## config.mk

```make
export PLATFORM = sky130hd
export DESIGN_NAME = bloc_ceas
export DESIGN_NICKNAME = d
export VERILOG_FILES = /design/src/rtl/bloc_ceas.sv
export SDC_FILE = /design/constraint.sdc
export NUM_CORES = 1
export LEC_CHECK = 0
export BUFFER_PORTS_ARGS = -buffer_cell sky130_fd_sc_hd__buf_2
export CORE_ASPECT_RATIO = 1.4
export CORE_MARGIN = 2
export CORE_UTILIZATION = 54
export DETAILED_ROUTE_END_ITERATION = 10
export GPL_TIMING_DRIVEN = 1
export PLACE_DENSITY = 0.79
export SKIP_CTS_REPAIR_TIMING = 1
export SYNTH_ARGS = -nofsm -noshare
export SYNTH_HDL_FRONTEND = slang
export SYNTH_SLANG_ARGS = --single-unit
```

## constraint.sdc

```tcl
create_clock -name clk_FPGA -period 2.4 [get_ports clk_FPGA]
set_clock_uncertainty 0.05 [all_clocks]
set_input_delay 0.48 -clock clk_FPGA [delete_from_list [all_inputs] [get_ports clk_FPGA]]
set_output_delay 0.48 -clock clk_FPGA [all_outputs]
set_load 0.03 [all_outputs]
```

## src/rtl/bloc_ceas.sv

```systemverilog
// BCD hours/minutes/seconds timekeeping core with RUN / SET_H / SET_M mode FSM.
// Define BLOC_CEAS_12H_EN for the 12-hour format with pm flag; otherwise 24-hour format.
module bloc_ceas #(
    parameter logic [7:0] RESET_HOUR_BCD = 8'h12,
    parameter logic [7:0] RESET_MIN_BCD  = 8'h00
) (
    input  logic       clk_FPGA,
    input  logic       reset,
    input  logic       tick_1hz,
    input  logic       tick_inc,
    input  logic       btn_mode,
    input  logic       btn_inc,
    output logic [7:0] hour_bcd,
    output logic [7:0] min_bcd,
    output logic [7:0] sec_bcd,
    output logic       pm,
    output logic [1:0] mode,
    output logic       blink,
    output logic       min_pulse
);

    localparam logic [1:0] RUN   = 2'b00;
    localparam logic [1:0] SET_H = 2'b01;
    localparam logic [1:0] SET_M = 2'b10;

    logic [7:0] hour_q, hour_d, min_q, min_d, sec_q, sec_d;
    logic [1:0] mode_q, mode_d;
    logic       pm_q, pm_d, blink_q, blink_d, mp_q, mp_d, ph_q, ph_d;
    logic       hour_step;

    // Modulo-60 BCD increment shared by minutes and seconds.
    function automatic logic [7:0] inc_60(input logic [7:0] v);
        if (v[3:0] >= 4'd9) begin
            if (v[7:4] >= 4'd5) return 8'h00;
            return {v[7:4] + 4'd1, 4'h0};
        end
        return {v[7:4], v[3:0] + 4'd1};
    endfunction

    function automatic logic [7:0] inc_hour(input logic [7:0] v);
`ifdef BLOC_CEAS_12H_EN
        if (v == 8'h12) return 8'h01;
`else
        if (v >= 8'h23) return 8'h00;
`endif
        if (v[3:0] >= 4'd9) return {v[7:4] + 4'd1, 4'h0};
        return {v[7:4], v[3:0] + 4'd1};
    endfunction

    always_comb begin
        hour_d    = hour_q;
        min_d     = min_q;
        sec_d     = sec_q;
        mode_d    = mode_q;
        ph_d      = ph_q;
        mp_d      = 1'b0;
        hour_step = 1'b0;
        case (mode_q)
            RUN: begin
                ph_d = 1'b0;
                if (tick_1hz) begin
                    sec_d = inc_60(sec_q);
                    if (sec_q == 8'h59) begin
                        mp_d  = 1'b1;
                        min_d = inc_60(min_q);
                        if (min_q == 8'h59) hour_step = 1'b1;
                    end
                end
                if (btn_mode) mode_d = SET_H;
            end
            SET_H: begin
                if (tick_inc && btn_inc) hour_step = 1'b1;
                if (tick_inc) ph_d = ~ph_q;
                if (btn_mode) mode_d = SET_M;
            end
            SET_M: begin
                if (tick_inc && btn_inc) min_d = inc_60(min_q);
                if (tick_inc) ph_d = ~ph_q;
                if (btn_mode) begin
                    mode_d = RUN;
                    sec_d  = 8'h00;
                end
            end
            default: mode_d = RUN;
        endcase
        if (hour_step) hour_d = inc_hour(hour_q);
`ifdef BLOC_CEAS_12H_EN
        pm_d = pm_q ^ (hour_step && (hour_q == 8'h11));
`else
        pm_d = 1'b0;
`endif
        // Holding increment keeps the field being set visible.
        blink_d = (mode_d != RUN) && !btn_inc && ph_d;
    end

    always_ff @(posedge clk_FPGA) begin
        if (reset) begin
            hour_q  <= RESET_HOUR_BCD;
            min_q   <= RESET_MIN_BCD;
            sec_q   <= 8'h00;
            mode_q  <= RUN;
            pm_q    <= 1'b0;
            blink_q <= 1'b0;
            mp_q    <= 1'b0;
            ph_q    <= 1'b0;
        end else begin
            hour_q  <= hour_d;
            min_q   <= min_d;
            sec_q   <= sec_d;
            mode_q  <= mode_d;
            pm_q    <= pm_d;
            blink_q <= blink_d;
            mp_q    <= mp_d;
            ph_q    <= ph_d;
        end
    end

    assign hour_bcd  = hour_q;
    assign min_bcd   = min_q;
    assign sec_bcd   = sec_q;
    assign mode      = mode_q;
    assign pm        = pm_q;
    assign blink     = blink_q;
    assign min_pulse = mp_q;

endmodule

```

==> results of run 1 <==
[kinds of logic (layout without fill, tap and decap cells)]
logic type               count (synthesis)  count (layout)
AND/OR/NAND/NOR                         75              75
XOR/XNOR                                 2               2
multiplexers                             1               1
AO/OA/AOI/OAI                           45              45
buffers and inverters                   24              62
adder cells (fa/ha/maj)                 21              21
flip-flops                              29              29
other                                    1               1
[worst max-delay path, stage by stage, from the launching register on]
cell and delay [ps]:
sky130_fd_sc_hd__dfxtp_1 430, sky130_fd_sc_hd__ha_1 190, sky130_fd_sc_hd__and3_1 200, sky130_fd_sc_hd__nand3_2 110, sky130_fd_sc_hd__o41a_1 460, sky130_fd_sc_hd__or3_1 430
sky130_fd_sc_hd__o32ai_2 200
[power by group]
group | leakage (uW) | internal [uW] | total (uW) | switching [uW]
combinational | 0.000650 | 90.8 | 249 | 158
clock | 0.0000542 | 259 | 442 | 183
sequential | 0.000235 | 503 | 530 | 27.2
total | 0.000939 | 852 | 1220 | 368
[worst paths after layout]
kind                                start                       end  slack (ps)  depth (start not counted)
setup / recovery  sec_bcd[4]$_SDFFE_PP0P_  hour_bcd[5]$_SDFFE_PP0P_         250                          6
hold / removal                    btn_inc          blink$_SDFF_PP0_         340                          2
setup reg to reg  sec_bcd[4]$_SDFFE_PP0P_  hour_bcd[5]$_SDFFE_PP0P_         250                          6
hold reg to reg           ph_q$_SDFF_PP0_           ph_q$_SDFF_PP0_         440                          2
[layer usage]
layer / wire length, um / vias up / track usage / share of wire
li1: - / 770 / - / -
met1: 1380 / 739 / 0.218 / 0.39
met2: 1910 / 34 / 0.390 / 0.54
met3: 156 / 9 / 0.0598 / 0.044
met4: 81 / 0 / 0.0961 / 0.023
met5: 0 / - / 0 / 0
[stage by stage]
step,cell area (um^2),std cells,hold WS (ps),power [uW],worst slack (ps)
floorplan,1680,198,409,728,184
global placement,1890,267,430,784,337
detailed placement,1890,267,439,789,279
CTS,1990,275,334,1230,246
global route,1990,275,342,1290,152
finish,1990,275,340,1220,255
[flip-flops by register name (all words and copies together) (netlist names)]
name and flops:
hour_bcd 8, min_bcd 8, sec_bcd 8, mode 2
blink 1, min_pulse 1, ph_q 1
[area by class of cell]
cell class | instances | area share
multi-input cells | 145 | 0.507
flip-flops and latches | 29 | 0.292
repair buffers | 35 | 0.0905
clock buffers | 7 | 0.0484
inverters | 19 | 0.0358
well taps | 39 | 0.0245
clock inverters | 1 | 0.00251
[placed cells by master (no fill, tap or decap), types with 3 or more instances in the layout]
master                     instances
sky130_fd_sc_hd__a21oi_1          16
sky130_fd_sc_hd__and3_1            3
sky130_fd_sc_hd__buf_2            33
sky130_fd_sc_hd__clkbuf_8          7
sky130_fd_sc_hd__dfxtp_1          29
sky130_fd_sc_hd__ha_1             21
sky130_fd_sc_hd__inv_1            19
sky130_fd_sc_hd__nand2_1          14
sky130_fd_sc_hd__nand2b_1          5
sky130_fd_sc_hd__nand3_1          10
sky130_fd_sc_hd__nand4b_1          3
sky130_fd_sc_hd__nor2_1           15
sky130_fd_sc_hd__nor2b_1           3
sky130_fd_sc_hd__nor3_1            5
sky130_fd_sc_hd__o21ai_0           8
sky130_fd_sc_hd__o31ai_1           5
sky130_fd_sc_hd__or2_2             3
sky130_fd_sc_hd__or3_1             3
==> metrics.yaml, run 1 <==
status: "finished, final reports clean"
achievable-frequency_mhz: 466
synth_seq_area_share: 0.345
grt_pass1_wl_mm: 5.89
die_area_um2: 3590
n_antenna_cell: 0
synth_common_cells: "sky130_fd_sc_hd__dfxtp_1, sky130_fd_sc_hd__ha_1, sky130_fd_sc_hd__inv_1"
synthesis.area_per_instance_um2: 8.50
combinational_family_with_the_most_area_after_synthesis: "simple AND/OR/NAND/NOR gates"
wl_per_cell_um: 12.8
num_vias: 1552
initial_core_util: 0.555
required_time_of_the_worst_setup_path_ps: 2550
drc: 0
drt-initial-drc-count: 46
drt.antenna.violating_nets: 0
yosys.area.top_type_share: 0.345
slew_violations: 0
critPathLaunchType: "flop"
portion_of_the_clock_cycle_consumed_by_the_worst_path_in_the_final_layout: 0.894
die_h_um: 70.1
area_growth_syn_to_layout_pct: 18.3
clock_insertion_delay_worst_skew_ps: 280
post_synth_main_area_contributors: "sky130_fd_sc_hd__dfxtp_1, sky130_fd_sc_hd__ha_1, sky130_fd_sc_hd__a21oi_1, sky130_fd_sc_hd__inv_1, sky130_fd_sc_hd__nor2_1"
drtPass1Iterations: 4
drive_above_1_share: 0.225
core-area_um2: 3030
crit_path_end_kind: "flop"
vias_per_cell: 5.64
i_o_pin_cnt: 35
track_usage: 0.214
setup.worst_path.class: "flop to flop"
maxCapViolations: 0
htree_num_levels: 2
routability_driven_placement_congestion_ratio: 0.828
pin_count_of_the_biggest_net_entering_global_routing: 20
tritoncts_buffers: 5
top_ff_cell_synth: "sky130_fd_sc_hd__dfxtp_1"
final.setup.tns_ps: 0
final_core_utilization: 0.656
synth-simple-area-share: 0.240
clkTransAtPathRegs_ps: 60
leakagePower_uw: 0.000939
critPathArrivalTime_ps: 2290
clockRootBuffer: "sky130_fd_sc_hd__clkbuf_8"
grt_antenna_before_repair: 0
io_buffer_count: 33
clock_tree_from_tritoncts: "built"
ys_async_sr_fraction: 0
placement_row_count: 24
finalHoldViolations: 0
first_global_vias: 1413
synthesis.nets: 225
clock_sink_count: 29
synth_compound_area_frac: 0.184
finalWirelength_mm: 3.53
setup_violations: 0
dpl.hpwl_mm: 2.65
timing.critical_path.fanout_max: 6
yosysWarnings: 0
final_net_count: 262
min_period_ps: 2150
synth-xor-area-share: 0.0104
post-synth-top-area-cell: "sky130_fd_sc_hd__dfxtp_1"
register_area_um2: 581
share_of_synthesized_cell_area_in_full_adder_half_adder_and_majority_cells: 0.156
die_x_um: 51.2
n_fill_cell: 285
synthesis.area_um2: 1680
synth.mux.area_fraction: 0.00669
hold_path_class: "primary input to flop"
max-vdd-ir-drop_uv: 439
synth-edff-count: 0
yosysMostFrequentCell: "sky130_fd_sc_hd__dfxtp_1"
grt_remaining_overflow: 0
ys_types: 44
synth.ff_latch_count: 29
grt_setup_unrepaired: "no"
cts-root-to-sink-buffers: 2
multi_input_gate_area_in_the_final_layout_um2: 1010
ratio_of_total_power_to_cell_area_nw_per_um2: 613
postSynthCellCount: 198
Note: power is estimated with default switching activity, not from simulation.
==> run 2: changes to the inputs <==
Settings changed: CORE_UTILIZATION 54 to 58, PLACE_DENSITY 0.79 to 0.84.
Clock period 2.4 ns to 2.5 ns, I/O delays scaled along.
==> run 2 against run 1 <==
  * Final cell count down 1.1%
  * Combinational power down 2%
  * Clock power down 15%
  * Critical path type unchanged
  * Highest routed layer unchanged
==> metrics.yaml, run 2 (synthesized netlist as in run 1, its figures left out) <==
tritoncts_buffers: 5  # unchanged
maxCapViolations: 0  # unchanged
max-vdd-ir-drop_uv: 508  # +16%
min_period_ps: 2160  # +13.0 ps
crit_path_end_kind: "flop"
timing.critical_path.fanout_max: 6  # unchanged
achievable-frequency_mhz: 463  # -0.60%
grt_setup_unrepaired: "no"
finalWirelength_mm: 3.54  # +0.14%
finalHoldViolations: 0  # unchanged
placement.setup.worst_slack_ps: 361  # +82.0 ps
htree_num_levels: 2  # unchanged
initial_core_util: 0.597  # +0.0418
setup.worst_path.class: "flop to flop"
clockRootBuffer: "sky130_fd_sc_hd__clkbuf_8"
drtPass1Iterations: 4  # unchanged
die_x_um: 49.5  # -3.2%
grt_antenna_before_repair: 0  # unchanged
post_route_hold_slack_ps: 363  # +23.3 ps
clock_insertion_delay_worst_skew_ps: 280  # about the same
grt_remaining_overflow: 0  # unchanged
slew_violations: 0  # unchanged
first_global_vias: 1411  # -0.14%
cts-root-to-sink-buffers: 2  # unchanged
critPathArrivalTime_ps: 2300  # about the same
pin_count_of_the_biggest_net_entering_global_routing: 20  # unchanged
required_time_of_the_worst_setup_path_ps: 2640  # +90 ps
final_net_count: 262  # unchanged
final_cell_mix: "sky130_fd_sc_hd__buf_2, sky130_fd_sc_hd__dfxtp_1, sky130_fd_sc_hd__ha_1"
wl_per_cell_um: 13.0  # +1.2%
i_o_pin_cnt: 35  # unchanged
clock_sink_count: 29  # unchanged
area_growth_syn_to_layout_pct: 17.2
leakagePower_uw: 0.000929  # -1.1%
grt_pass1_wl_mm: 5.80  # -1.4%
status: "finished, final reports clean"
setup_violations: 0  # unchanged
routability_driven_placement_congestion_ratio: 0.805  # -2.8%
portion_of_the_clock_cycle_consumed_by_the_worst_path_in_the_final_layout: 0.863  # -0.0305
drc: 0  # unchanged
n_antenna_cell: 0  # unchanged
critPathLaunchType: "flop"
num_vias: 1559  # +0.45%
drive_above_1_share: 0.217  # -0.00755
placement_row_count: 23  # -4.2%
layout_setup_ws_ps: 342  # +87.0 ps
dpl.hpwl_mm: 2.63  # -0.48%
final.setup.tns_ps: 0  # unchanged
ratio_of_total_power_to_cell_area_nw_per_um2: 572  # -6.7%
vias_per_cell: 5.73  # +1.6%
clock_tree_from_tritoncts: "built"
core-area_um2: 2820  # -7.0%
n_fill_cell: 276  # -3.2%
clkTransAtPathRegs_ps: 60  # about the same
mostFrequentLayoutCell: "sky130_fd_sc_hd__buf_2"
hold_path_class: "primary input to flop"
drt.antenna.violating_nets: 0  # unchanged
drt-initial-drc-count: 41  # -11%
track_usage: 0.226  # +0.0118
die_area_um2: 3350  # -6.4%
die_h_um: 67.7  # -3.3%
io_buffer_count: 33  # unchanged
-- run 2: cell types whose count changed in the layout (fill, tap and decap cells not counted) --
| cell | before | now |
|---|---|---|
| sky130_fd_sc_hd__clkbuf_1 | 0 | 1 |
| sky130_fd_sc_hd__clkbuf_8 | 7 | 6 |
| sky130_fd_sc_hd__clkinv_2 | 1 | 0 |
-- run 2: final cells by class --
type	instances	area [um^2]	area share
clock buffers	7	86.3	0.0438
flip-flops and latches	29	581	0.294
multi-input cells	145	1010	0.511
inverters	19	71.3	0.0361
well taps	37	46.3	0.0235
repair buffers	35	180	0.0913
-- run 2: worst max-delay path, cell delays in order, from the launching register on --
cell and delay, ps:
sky130_fd_sc_hd__dfxtp_1 430, sky130_fd_sc_hd__ha_1 190, sky130_fd_sc_hd__and3_1 190, sky130_fd_sc_hd__nand3_2 110
sky130_fd_sc_hd__o41a_1 470, sky130_fd_sc_hd__or3_1 440, sky130_fd_sc_hd__o32ai_2 190
-- run 2: per-layer routing --
| metal | global-route usage | vias to the layer above | part of all wire |
|---|---|---|---|
| met5 | 0 | - | 0 |
| met4 | 0.118 | 0 | 0.021 |
| met3 | 0.0575 | 8 | 0.038 |
| met2 | 0.442 | 33 | 0.54 |
| met1 | 0.214 | 750 | 0.40 |
| li1 | - | 768 | - |
-- run 2: final timing paths --
check	to	startpoint	depth (start not counted)	slack [ps]
min reg2reg	ph_q$_SDFF_PP0_	ph_q$_SDFF_PP0_	2	440
max	hour_bcd[5]$_SDFFE_PP0P_	sec_bcd[4]$_SDFFE_PP0P_	6	340
max reg2reg	hour_bcd[5]$_SDFFE_PP0P_	sec_bcd[4]$_SDFFE_PP0P_	6	340
min	blink$_SDFF_PP0_	btn_inc	2	360
-- run 2: where the power goes --
group          switching (uW)  internal, uW
Clock                     159           218
Combinational             155          87.4
Sequential               26.1           483
Total                     341           788
-- run 2: per-stage QoR --
| step | util | cell area, um^2 | power [uW] | std cells |
|---|---|---|---|---|
| 2_1_floorplan | - | 1680 | 699 | 198 |
| 3_3_place_gp | 0.669 | 1890 | 752 | 265 |
| 3_5_place_dp | 0.669 | 1890 | 757 | 265 |
| 4_1_cts | 0.700 | 1970 | 1140 | 272 |
| 5_1_grt | 0.700 | 1970 | 1190 | 272 |
| 6_report | 0.700 | 1970 | 1130 | 272 |
